===== src/rtl/gpio_ctrl_if.sv =====
// J1 io bus bundle used by the GPIO peripheral.
// The CPU side drives the strobes, address and write data, and the peripheral returns registered read data.
interface gpio_ctrl_if;
    logic        io_wr;
    logic        io_rd;
    logic [15:0] io_addr;
    logic [15:0] io_wdata;
    logic [15:0] io_rdata;

    modport master (output io_wr, io_rd, io_addr, io_wdata, input io_rdata);
    modport slave  (input io_wr, io_rd, io_addr, io_wdata, output io_rdata);
endinterface


===== src/rtl/gpio_ctrl.sv =====
// Parametrised GPIO peripheral on the J1 io bus.
// Each pin has output and enable registers with atomic set and clear.
// Inputs are synchronised and debounced, then rise and fall edges are captured into W1C status.
// irq is a registered level that is high whenever any status bit is set.

// Per-pin input path: synchroniser, debouncer, edge detector and sticky status bit.
module gpio_pin #(
    parameter int SYNC_STAGES = 2,
    parameter int DB_CNT      = 4
) (
    input  logic clk,
    input  logic rst_n,
    input  logic pin_in,
    input  logic rise_en,
    input  logic fall_en,
    input  logic w1c,
    output logic din,
    output logic status
);
    localparam int            CW    = (DB_CNT > 1) ? $clog2(DB_CNT) : 1;
    localparam logic [CW-1:0] C_MAX = CW'(DB_CNT - 1);

    logic [SYNC_STAGES-1:0] sync;
    logic [CW-1:0]          cnt;
    logic                   d_prev;
    logic                   s;
    logic                   edge_hit;

    assign s        = sync[SYNC_STAGES-1];
    assign edge_hit = (rise_en & din & ~d_prev) | (fall_en & ~din & d_prev);

    // Shift the asynchronous pad value through the synchroniser chain.
    always_ff @(posedge clk or negedge rst_n) begin
        if (!rst_n) sync <= '0;
        else        sync <= {sync[SYNC_STAGES-2:0], pin_in};
    end

    // The debounced value follows s only after DB_CNT consecutive cycles of disagreement.
    always_ff @(posedge clk or negedge rst_n) begin
        if (!rst_n) begin
            din <= 1'b0;
            cnt <= '0;
        end else if (s == din) begin
            cnt <= '0;
        end else if (cnt == C_MAX) begin
            din <= s;
            cnt <= '0;
        end else begin
            cnt <= cnt + CW'(1);
        end
    end

    // Keep the previous debounced value for edge detection.
    always_ff @(posedge clk or negedge rst_n) begin
        if (!rst_n) d_prev <= 1'b0;
        else        d_prev <= din;
    end

    // Sticky status bit. A new edge beats a W1C clear in the same cycle so that no event is lost.
    always_ff @(posedge clk or negedge rst_n) begin
        if (!rst_n)        status <= 1'b0;
        else if (edge_hit) status <= 1'b1;
        else if (w1c)      status <= 1'b0;
    end
endmodule

module gpio_ctrl #(
    parameter int               WIDTH       = 8,
    parameter logic [15:0]      BASE_ADDR   = 16'h0040,
    parameter int               SYNC_STAGES = 2,
    parameter int               DB_CNT      = 4,
    parameter logic [WIDTH-1:0] OUT_RESET   = '0
) (
    input  logic             clk,
    input  logic             rst_n,
    gpio_ctrl_if.slave       bus,
    input  logic [WIDTH-1:0] gpio_in,
    output logic [WIDTH-1:0] gpio_out,
    output logic [WIDTH-1:0] gpio_oe,
    output logic             irq
);
    localparam logic [2:0] REG_OUT  = 3'd0;
    localparam logic [2:0] REG_OE   = 3'd1;
    localparam logic [2:0] REG_IN   = 3'd2;
    localparam logic [2:0] REG_STAT = 3'd3;
    localparam logic [2:0] REG_RISE = 3'd4;
    localparam logic [2:0] REG_FALL = 3'd5;
    localparam logic [2:0] REG_SET  = 3'd6;
    localparam logic [2:0] REG_CLR  = 3'd7;

    logic             hit;
    logic             wr_hit;
    logic             rd_hit;
    logic [2:0]       rsel;
    logic [WIDTH-1:0] wdata_w;
    logic [WIDTH-1:0] rise_en;
    logic [WIDTH-1:0] fall_en;
    logic [WIDTH-1:0] w1c;
    logic [WIDTH-1:0] din;
    logic [WIDTH-1:0] status;
    logic [15:0]      rd_val;

    // Byte address bit 0 is ignored, so each register occupies one 16-bit word.
    assign hit     = (bus.io_addr[15:4] == BASE_ADDR[15:4]);
    assign rsel    = bus.io_addr[3:1];
    assign wr_hit  = bus.io_wr & hit;
    assign rd_hit  = bus.io_rd & hit;
    assign wdata_w = bus.io_wdata[WIDTH-1:0];
    assign w1c     = (wr_hit && rsel == REG_STAT) ? wdata_w : '0;

    // One input path instance per pin.
    gpio_pin #(
        .SYNC_STAGES(SYNC_STAGES),
        .DB_CNT     (DB_CNT)
    ) u_pin [WIDTH-1:0] (
        .clk    (clk),
        .rst_n  (rst_n),
        .pin_in (gpio_in),
        .rise_en(rise_en),
        .fall_en(fall_en),
        .w1c    (w1c),
        .din    (din),
        .status (status)
    );

    // Writable control registers. SET and CLR give atomic read-modify-write on the outputs.
    always_ff @(posedge clk or negedge rst_n) begin
        if (!rst_n) begin
            gpio_out <= OUT_RESET;
            gpio_oe  <= '0;
            rise_en  <= '0;
            fall_en  <= '0;
        end else if (wr_hit) begin
            case (rsel)
                REG_OUT:  gpio_out <= wdata_w;
                REG_OE:   gpio_oe  <= wdata_w;
                REG_RISE: rise_en  <= wdata_w;
                REG_FALL: fall_en  <= wdata_w;
                REG_SET:  gpio_out <= gpio_out | wdata_w;
                REG_CLR:  gpio_out <= gpio_out & ~wdata_w;
                default:  ;
            endcase
        end
    end

    // Read mux. Unused upper bits and the write-only offsets read back as zero.
    always_comb begin
        rd_val = '0;
        case (rsel)
            REG_OUT:  rd_val[WIDTH-1:0] = gpio_out;
            REG_OE:   rd_val[WIDTH-1:0] = gpio_oe;
            REG_IN:   rd_val[WIDTH-1:0] = din;
            REG_STAT: rd_val[WIDTH-1:0] = status;
            REG_RISE: rd_val[WIDTH-1:0] = rise_en;
            REG_FALL: rd_val[WIDTH-1:0] = fall_en;
            default:  rd_val = '0;
        endcase
    end

    // Registered read data. It samples pre-write state and returns zero when not selected.
    always_ff @(posedge clk or negedge rst_n) begin
        if (!rst_n)      bus.io_rdata <= '0;
        else if (rd_hit) bus.io_rdata <= rd_val;
        else             bus.io_rdata <= '0;
    end

    // Level interrupt, registered one cycle behind status.
    always_ff @(posedge clk or negedge rst_n) begin
        if (!rst_n) irq <= 1'b0;
        else        irq <= |status;
    end
endmodule


===== src/flat_wrapper.sv =====
// flat-port wrapper written by rule: the top's interface ports become plain ports
module gpio_ctrl_flat 
#(
    parameter int               WIDTH       = 8,
    parameter logic [15:0]      BASE_ADDR   = 16'h0040,
    parameter int               SYNC_STAGES = 2,
    parameter int               DB_CNT      = 4,
    parameter logic [WIDTH-1:0] OUT_RESET   = '0
)
  (clk, rst_n, gpio_in, gpio_out, gpio_oe, irq, bus_io_wr, bus_io_rd, bus_io_addr, bus_io_wdata, bus_io_rdata);
  gpio_ctrl_if bus_i ();
  input  logic clk;
  input  logic rst_n;
  input  logic [WIDTH-1:0] gpio_in;
  output logic [WIDTH-1:0] gpio_out;
  output logic [WIDTH-1:0] gpio_oe;
  output logic irq;
  input wire logic [$bits(bus_i.io_wr)-1:0] bus_io_wr;
  input wire logic [$bits(bus_i.io_rd)-1:0] bus_io_rd;
  input wire logic [$bits(bus_i.io_addr)-1:0] bus_io_addr;
  input wire logic [$bits(bus_i.io_wdata)-1:0] bus_io_wdata;
  output wire logic [$bits(bus_i.io_rdata)-1:0] bus_io_rdata;
  assign bus_i.io_wr = bus_io_wr;
  assign bus_i.io_rd = bus_io_rd;
  assign bus_i.io_addr = bus_io_addr;
  assign bus_i.io_wdata = bus_io_wdata;
  assign bus_io_rdata = bus_i.io_rdata;
  gpio_ctrl #(.WIDTH(WIDTH), .BASE_ADDR(BASE_ADDR), .SYNC_STAGES(SYNC_STAGES), .DB_CNT(DB_CNT), .OUT_RESET(OUT_RESET)) u_core (.clk(clk), .rst_n(rst_n), .bus(bus_i), .gpio_in(gpio_in), .gpio_out(gpio_out), .gpio_oe(gpio_oe), .irq(irq));
endmodule

===== config.mk =====
export PLATFORM = sky130hd
export DESIGN_NAME = gpio_ctrl_flat
export DESIGN_NICKNAME = d
export VERILOG_FILES = /design/src/rtl/gpio_ctrl_if.sv /design/src/rtl/gpio_ctrl.sv /design/src/flat_wrapper.sv
export SDC_FILE = /design/constraint.sdc
export NUM_CORES = 1
export LEC_CHECK = 0
export CAP_MARGIN = 20
export CORE_ASPECT_RATIO = 2
export CORE_MARGIN = 1.5
export CORE_UTILIZATION = 40
export CTS_CLUSTER_SIZE = 10
export DETAILED_ROUTE_END_ITERATION = 8
export GPL_ROUTABILITY_DRIVEN = 0
export PLACE_DENSITY = 0.66
export SLEW_MARGIN = 10
export SYNTH_ARGS = -nofsm -noshare
export SYNTH_HDL_FRONTEND = slang
export SYNTH_SLANG_ARGS = --single-unit

===== constraint.sdc =====
create_clock -name clk -period 2 [get_ports clk]
set_clock_uncertainty 0.15 [all_clocks]
set_input_delay 0.4 -clock clk [delete_from_list [all_inputs] [get_ports clk]]
set_output_delay 0.4 -clock clk [all_outputs]
set_load 0.01 [all_outputs]

==> metrics.md, run 1 <==
| Metric | Value |
|---|---|
| Worst min path class | register to register |
| Switch share | 0.257 |
| Mapped Cells | approximately 340 |
| Crit path capture type | register |
| Post-DRT Antenna Nets | 0 |
| Post-route DRC | 0 |
| Worst Setup Start Kind | primary input |
| Top cell type's share of synthesized area | 0.574 |
| Via density | approximately 5.2 |
| #FFs+latches synth | between 90 and 100 |
| # clock sinks | 97 |
| Vias | roughly 3000 |
| Maximum vdd ir drop | 0.523 mV |
| Mapped Avg Cell Area | 12.5 µm² |
| Drt first pass iters | 4 |
| Footprint of the multi-input gates | around 0.0017 mm² |
| Post-route minimum period | ~1900 ps |
| CTS Root Cell | clkbuf_16 |
| Fmax | about 530 MHz |
| Status | complete, no violations |
| Vias in the first global route | between 3000 and 4000 |
| Final total power | 4.86 mW |
| Core area | ~0.010 mm² |
| Global route total overflow | 0 |
| IO Count | 77 |
| Initial antenna violation count | 0 |
| Reg2reg start | u_core.u_pin[0].din$_DFFE_PN0P_ |
| Worst-path clk slew | ~60 ps |
| Clock share of power | 0.332 |
| Worst slew margin | 0.601 |
| P_sw | about 1.2 mW |
| Die X | between 70 and 80 µm |
| Die area | 0.0112 mm² |
| Post-synthesis sequential area ratio | 0.574 |
| Max incr delay on CP | around 440 ps |
| Final setup vio count | 0 |
| Total CTS buffers | 9 |
| H-tree levels | 3 |
| Crit-path slowest cell | clkdlybuf4s50_1 |
| Largest net degree at the start of global routing | between 40 and 50 |
| # diodes | 0 |
| Clk buf depth | 2 |
| Initial Util | 0.414 |
| CTS tree | yes |
| Fraction of layout cells with a size suffix above 1 | 0.216 |
| Comb power frac | 0.148 |
| Int Power | about 3.6 mW |
| End-of-flow core utilization | 0.548 |
| CP required | about 2100 ps |
| RSZ-0062 raised after global routing | false |
| Tightest Pin Transition | 593 ps |
| Sequential power share | 0.520 |
| Die height | roughly 150 µm |
| WHS | 198 ps |
| Crit path kind | primary input to register |
| Reg area | approximately 0.0024 mm² |
| Tot GR Track Use | 0.182 |
| First-pass GRT wire length | 15.2 mm |
| Synthesized area | around 0.0042 mm² |
| Final nets | 486 |
| Slew Limit Fails | 0 |
| Max-cap viol count | 0 |
| Worst Path Arrival | 1970 ps |
| Pwr/cell area | around 870 mW/mm² |
| Drt total wl | roughly 9.1 mm |
| Drt wl/cell | 15.8 µm |
| Hold_sp | u_core.u_pin[5].sync[0]$_DFF_PN0_ |
| Row Count | 52 |
| Fillers | slightly above 900 |
| Leakage power | ~2.5 nW |
| Area contributors post-synth | dfrtp_1 57%, mux2_2 8.5%, mux2i_1 2.6% |
| Final Hold Fails | 0 |
| Worst path cell trace | clkdlybuf4s50_1 > nor4_4 > buf_4 > nand4_1 > nor2_2 > buf_6 > mux2_2 |
| Synth cell types | 44 |
| Yosys Warn Count | 0 |
| DRT iter0 DRCs | about 160 |
| Crit path max-delay family | buffers and inverters |
| Number of buffers and inverters on the critical path | 3 |
| Area grow syn2layout | 32.4% |
| Critical Path Start | bus_io_addr[14] |
| Number of port buffers | 59 |
| Top cell type by total area after synthesis | dfrtp_1 |
| Fin crit share | 0.947 |
| Final HPWL DP | 6.60 mm |
| Clk_lat worst skew | about 340 ps |
| CP max FO | 5 |
==> final cells by class <==
type	instances	area share
Sequential cell	97	0.434
Multi-Input combinational cell	218	0.302
Timing Repair Buffer	97	0.175
Clock buffer	13	0.0465
Tap cell	135	0.0302
Inverter	11	0.00738
Clock inverter	3	0.00447
==> logic make-up (layout without fill, tap and decap cells) <==
logic type      count (synthesis)  after routing  share of synthesized area
buf+inv                        31            124                     0.0370
simple gates                   87             87                      0.126
compound gates                 57             57                     0.0865
flops                          97             97                      0.574
other cells                     1              8                   0.000888
fa+ha+maj                       8              8                     0.0237
xor+xnor                        9              9                     0.0187
mux                            49             49                      0.133
==> cell usage in the layout (no fill, tap or decap), types with 9 or more instances in the layout <==
cell type	count
mux2_2	31
clkdlybuf4s50_1	47
nor2_1	11
clkbuf_16	9
o21ai_0	20
dlymetal6s2s_1	11
buf_4	30
inv_1	10
dfrtp_1	97
mux2i_1	11
nand2_1	19
xnor2_1	9
nand3b_1	12
nor2b_1	9
==> worst reg2reg max path, delay by kind of cell (launching register included) <==
family           cells  cell delay, ps
multiplexers         1             470
flip-flops           1             440
AND/OR/NAND/NOR      1              60
AO/OA/AOI/OAI        1             190
==> synthesized netlist by cell type (all sizes together) <==
| cell | instances |
|---|---|
| nor3 | 9 |
| a21oi | 5 |
| buf | 16 |
| nand2 | 19 |
| o21ai | 22 |
| clkbuf | 4 |
| and4 | 1 |
| mux2 | 36 |
| nand4 | 5 |
| nand4b | 2 |
| o31ai | 1 |
| a41oi | 7 |
| a2bb2oi | 1 |
| nor2b | 9 |
| nand3b | 12 |
| nand2b | 1 |
| a22oi | 3 |
| o22a | 1 |
| nor4b | 2 |
| nor2 | 13 |
| a31oi | 8 |
| clkinv | 1 |
| dfrtp | 97 |
| nand3 | 4 |
| nor4 | 4 |
| mux2i | 11 |
| o211ai | 8 |
| ha | 8 |
| o221a | 1 |
| conb | 1 |
| mux4 | 2 |
| and4b | 1 |
| and2 | 1 |
| xnor2 | 9 |
| and3 | 1 |
| inv | 10 |
| nor3b | 3 |
==> layer usage <==
layer	global-route usage	vias up	routed length [µm]	part of all wire
met5	0	-	0	0
met4	0.0839	0	290	0.032
met3	0.0325	21	399	0.044
met2	0.308	82	4900	0.54
met1	0.218	1476	3490	0.38
li1	-	1404	-	-
==> per-stage QoR <==
stage	setup TNS, ps	area, µm²	worst slack, ps	cells
floorplan	0	4250	63.9	346
global placement	-14090	5190	-420	551
detailed placement	-14800	5190	-427	551
CTS	-7.49	5530	-4.81	572
global route	0	5590	5.17	574
finish	0	5590	106	574
==> sequential cells by signal, indices dropped and copies added, names as in the netlist <==
register             cells
u_core.fall_en           8
u_core.bus.io_rdata      8
u_core.u_pin.din         8
u_core.u_pin.d_prev      8
u_core.gpio_out          8
u_core.u_pin.status      8
u_core.u_pin.sync       16
u_core.rise_en           8
u_core.irq               1
u_core.u_pin.cnt        16
u_core.gpio_oe           8
==> power by group through the flow <==
stage / Clock (mW) / Combinational [mW] / Sequential (mW)
after detailed placement: 0 / 0.713 / 2.57
after CTS: 1.66 / 0.735 / 2.53
after floorplan: 0 / 0.494 / 2.49
after global placement: 0 / 0.681 / 2.53
final: 1.61 / 0.718 / 2.53
after global routing: 1.75 / 0.831 / 2.58
==> what timing repair did <==
action,4_1_cts,5_1_grt
setup endpoints to repair,16,41
setup buffers,4,2
hold buffers,1,0
resized for setup,2,19
pin swaps,2,5
endpoints found under the hold margin,25,0
==> worst paths after layout <==
| kind | end | slack [ps] | cells past startpoint |
|---|---|---|---|
| setup / recovery | u_core.rise_en[5]$_DFFE_PN0P_ | 110 | 7 |
| hold / removal | u_core.u_pin[5].sync[1]$_DFF_PN0_ | 200 | 0 |
| setup reg to reg | u_core.bus.io_rdata[0]$_DFF_PN0_ | 570 | 3 |
| hold reg to reg | u_core.u_pin[5].sync[1]$_DFF_PN0_ | 200 | 0 |
| max in group asynchronous | u_core.u_pin[4].cnt[0]$_DFF_PN0_ | 780 | 3 |
| min in group asynchronous | u_core.u_pin[6].sync[0]$_DFF_PN0_ | 370 | 2 |
Power figures use the tool's default switching activity.
==> run 2, diff against run 1 <==
Clock period 2 ns to 1.8 ns, I/O delays scaled along.
==> run 2 against run 1 <==
Hold slack better by 0.60 ps. Combinational power is 11% higher. Wire length is 3.9% higher. Sequential power is 11% higher. Flip-flop and latch count stayed put. Non-clock buffer count is 2 higher. Total power is 13% higher. Die area stayed put. Core utilization is 0.13 points lower. Final cell count is 0.35% higher. Sequential share of layout area is 0.11 points higher.
==> metrics.md, run 2 (synthesis gave the netlist of run 1 again) <==
| Metric | Value |
|---|---|
| # diodes | 0 |
| Worst Hold Path EP | u_core.u_pin[5].sync[1]$_DFF_PN0_ |
| Vias | about 3000 |
| H-tree levels | 3 |
| Hold_sp | u_core.u_pin[5].sync[0]$_DFF_PN0_ |
| CP required | 1880 ps |
| Row Count | 52 |
| Slack of the critical path | approximately 79 ps |
| Clk buf depth | 2 |
| Worst min path class | register to register |
| Crit path kind | primary input to register |
| Clock share of power | 0.346 |
| P_sw | around 1.4 mW |
| Final nets | about 500 |
| M2 GR Usage | 0.317 |
| Met1 Use GR | 0.216 |
| R2R setup slack | approximately 350 ps |
| Slew Limit Fails | 0 |
| Total CTS buffers | 9 |
| Cells on Worst Hold Path | 0 |
| Vias in the first global route | 3304 |
| RSZ-0062 raised after global routing | false |
| Worst flop-to-flop path endpoint | u_core.bus.io_rdata[0]$_DFF_PN0_ |
| Met3 usage | 0.0515 |
| CP max FO | 5 |
| CTS tree | yes |
| Initial antenna violation count | 0 |
| Via density | approximately 5.3 |
| Drt total wl | roughly 9.4 mm |
| # placed instances | 550 |
| Global route total overflow | 0 |
| Worst slew margin | 0.649 |
| WHS | approximately 200 ps |
| DRT iter0 DRCs | approximately 210 |
| Final setup vio count | 0 |
| Leakage power | 2.60 nW |
| Most frequent cells in the layout | 97 x dfrtp_1, 33 x buf_4, 26 x clkdlybuf4s50_1, 25 x mux2_2, 22 x o21ai_0 |
| Die X | about 76 µm |
| Crit path capture type | register |
| IO Count | between 70 and 80 |
| Sequential power share | 0.510 |
| Drt first pass iters | 4 |
| Area grow syn2layout | 32.1% |
| Worst Setup Start Kind | primary input |
| Non-Filler Instances | ~580 |
| Worst-path clk slew | about 60 ps |
| Worst Path Arrival | ~1800 ps |
| GRT busiest layer | met2 |
| Tightest Pin Transition | between 500 and 600 ps |
| First-pass GRT wire length | 16.1 mm |
| Pwr/cell area | between 900 and 1000 mW/mm² |
| Die height | between 100 and 150 µm |
| Max-cap viol count | 0 |
| R2R cell count | 3 |
| Fraction of layout cells with a size suffix above 1 | 0.240 |
| Comb power frac | 0.144 |
| Largest net degree at the start of global routing | 40 |
| Post-DRT Antenna Nets | 0 |
| Maximum vdd ir drop | 0.471 mV |
| Number of port buffers | between 50 and 60 |
| Core area | just over 0.01 mm² |
| Status | complete, no violations |
| CTS Root Cell | clkbuf_16 |
| Biggest regs | u_core.u_pin.cnt x16, u_core.u_pin.sync x16 |
| Drt wl/cell | roughly 16 µm |
| Fin crit share | 0.956 |
| Final HPWL DP | about 7 mm |
| Final Hold Fails | 0 |
| # clock sinks | just under 100 |
| Initial Util | 0.414 |
| Post-route DRC | 0 |
| Final total power | around 5.5 mW |
| Die area | ~0.011 mm² |
| End-of-flow core utilization | 0.546 |
| Reg2reg start | u_core.u_pin[0].din$_DFFE_PN0P_ |
| Int Power | approximately 4.1 mW |
| Fmax | about 580 MHz |
| Switch share | 0.257 |
| Commonest non-fill, non-tap cell in the layout | dfrtp_1 |
| Clk_lat worst skew | 350 ps |
| Tot GR Track Use | 0.191 |
| Place WS | -603 ps |
| Post-route minimum period | around 1700 ps |
## run 2: layer usage
layer	wire, µm	up-vias
li1	-	1407
met1	3580	1508
met2	4950	111
met3	439	34
met4	471	0
met5	0	-
## run 2: power groups by stage
| stage | Sequential (mW) | Combinational (mW) | Clock [mW] |
|---|---|---|---|
| 5_1_grt | 2.86 | 0.913 | 2.04 |
| 3_3_place_gp | 2.82 | 0.755 | 0 |
| 6_report | 2.81 | 0.794 | 1.91 |
| 2_1_floorplan | 2.76 | 0.550 | 0 |
| 3_5_place_dp | 2.85 | 0.803 | 0 |
| 4_1_cts | 2.81 | 0.813 | 1.95 |
## run 2: worst max-delay path: stages
cell	delay, ps
clkdlybuf4s15_2	200
nor4_4	340
buf_6	170
nand4_1	100
nor2_2	170
buf_6	160
mux2_4	300
## run 2: worst max-delay path by stage
stage	slack (ps)	start	endpoint	cells after the start
2_1_floorplan	-80	bus_io_addr[5]	u_core.gpio_oe[0]$_DFFE_PN0P_	4
3_3_place_gp	-550	bus_io_addr[9]	u_core.rise_en[4]$_DFFE_PN0P_	7
3_5_place_dp	-600	bus_io_addr[9]	u_core.rise_en[5]$_DFFE_PN0P_	7
4_1_cts	3	u_core.gpio_out[5]$_DFFE_PN0P_	gpio_out[5]	1
5_1_grt	5	bus_io_addr[10]	u_core.gpio_out[6]$_DFFE_PN0P_	8
6_report	80	bus_io_addr[10]	u_core.rise_en[5]$_DFFE_PN0P_	7
## run 2: what timing repair did
item	in CTS	in global routing
gates resized for setup	47	18
endpoints found under the setup margin	53	37
hold buffers	1	0
gates cloned	0	0
setup buffers	9	0
pin swaps	8	5
endpoints found under the hold margin	24	0
## run 2: metrics by stage
step                      TNS (ps)  instance area [µm²]
after floorplan               -728                 4270
after global placement      -21690                 5170
after detailed placement    -23550                 5170
after CTS                        0                 5580
after global routing             0                 5580
final                            0                 5580
## run 2: layout make-up
type                       count  area [µm²]
fill                         918        4630
sequential                    97        2430
multi-input combinational    218        1740
timing repair buffer          99         910
clock buffer                  11         243
tap                          135         169
clock inverter                 5        55.1
inverter                      11        41.3
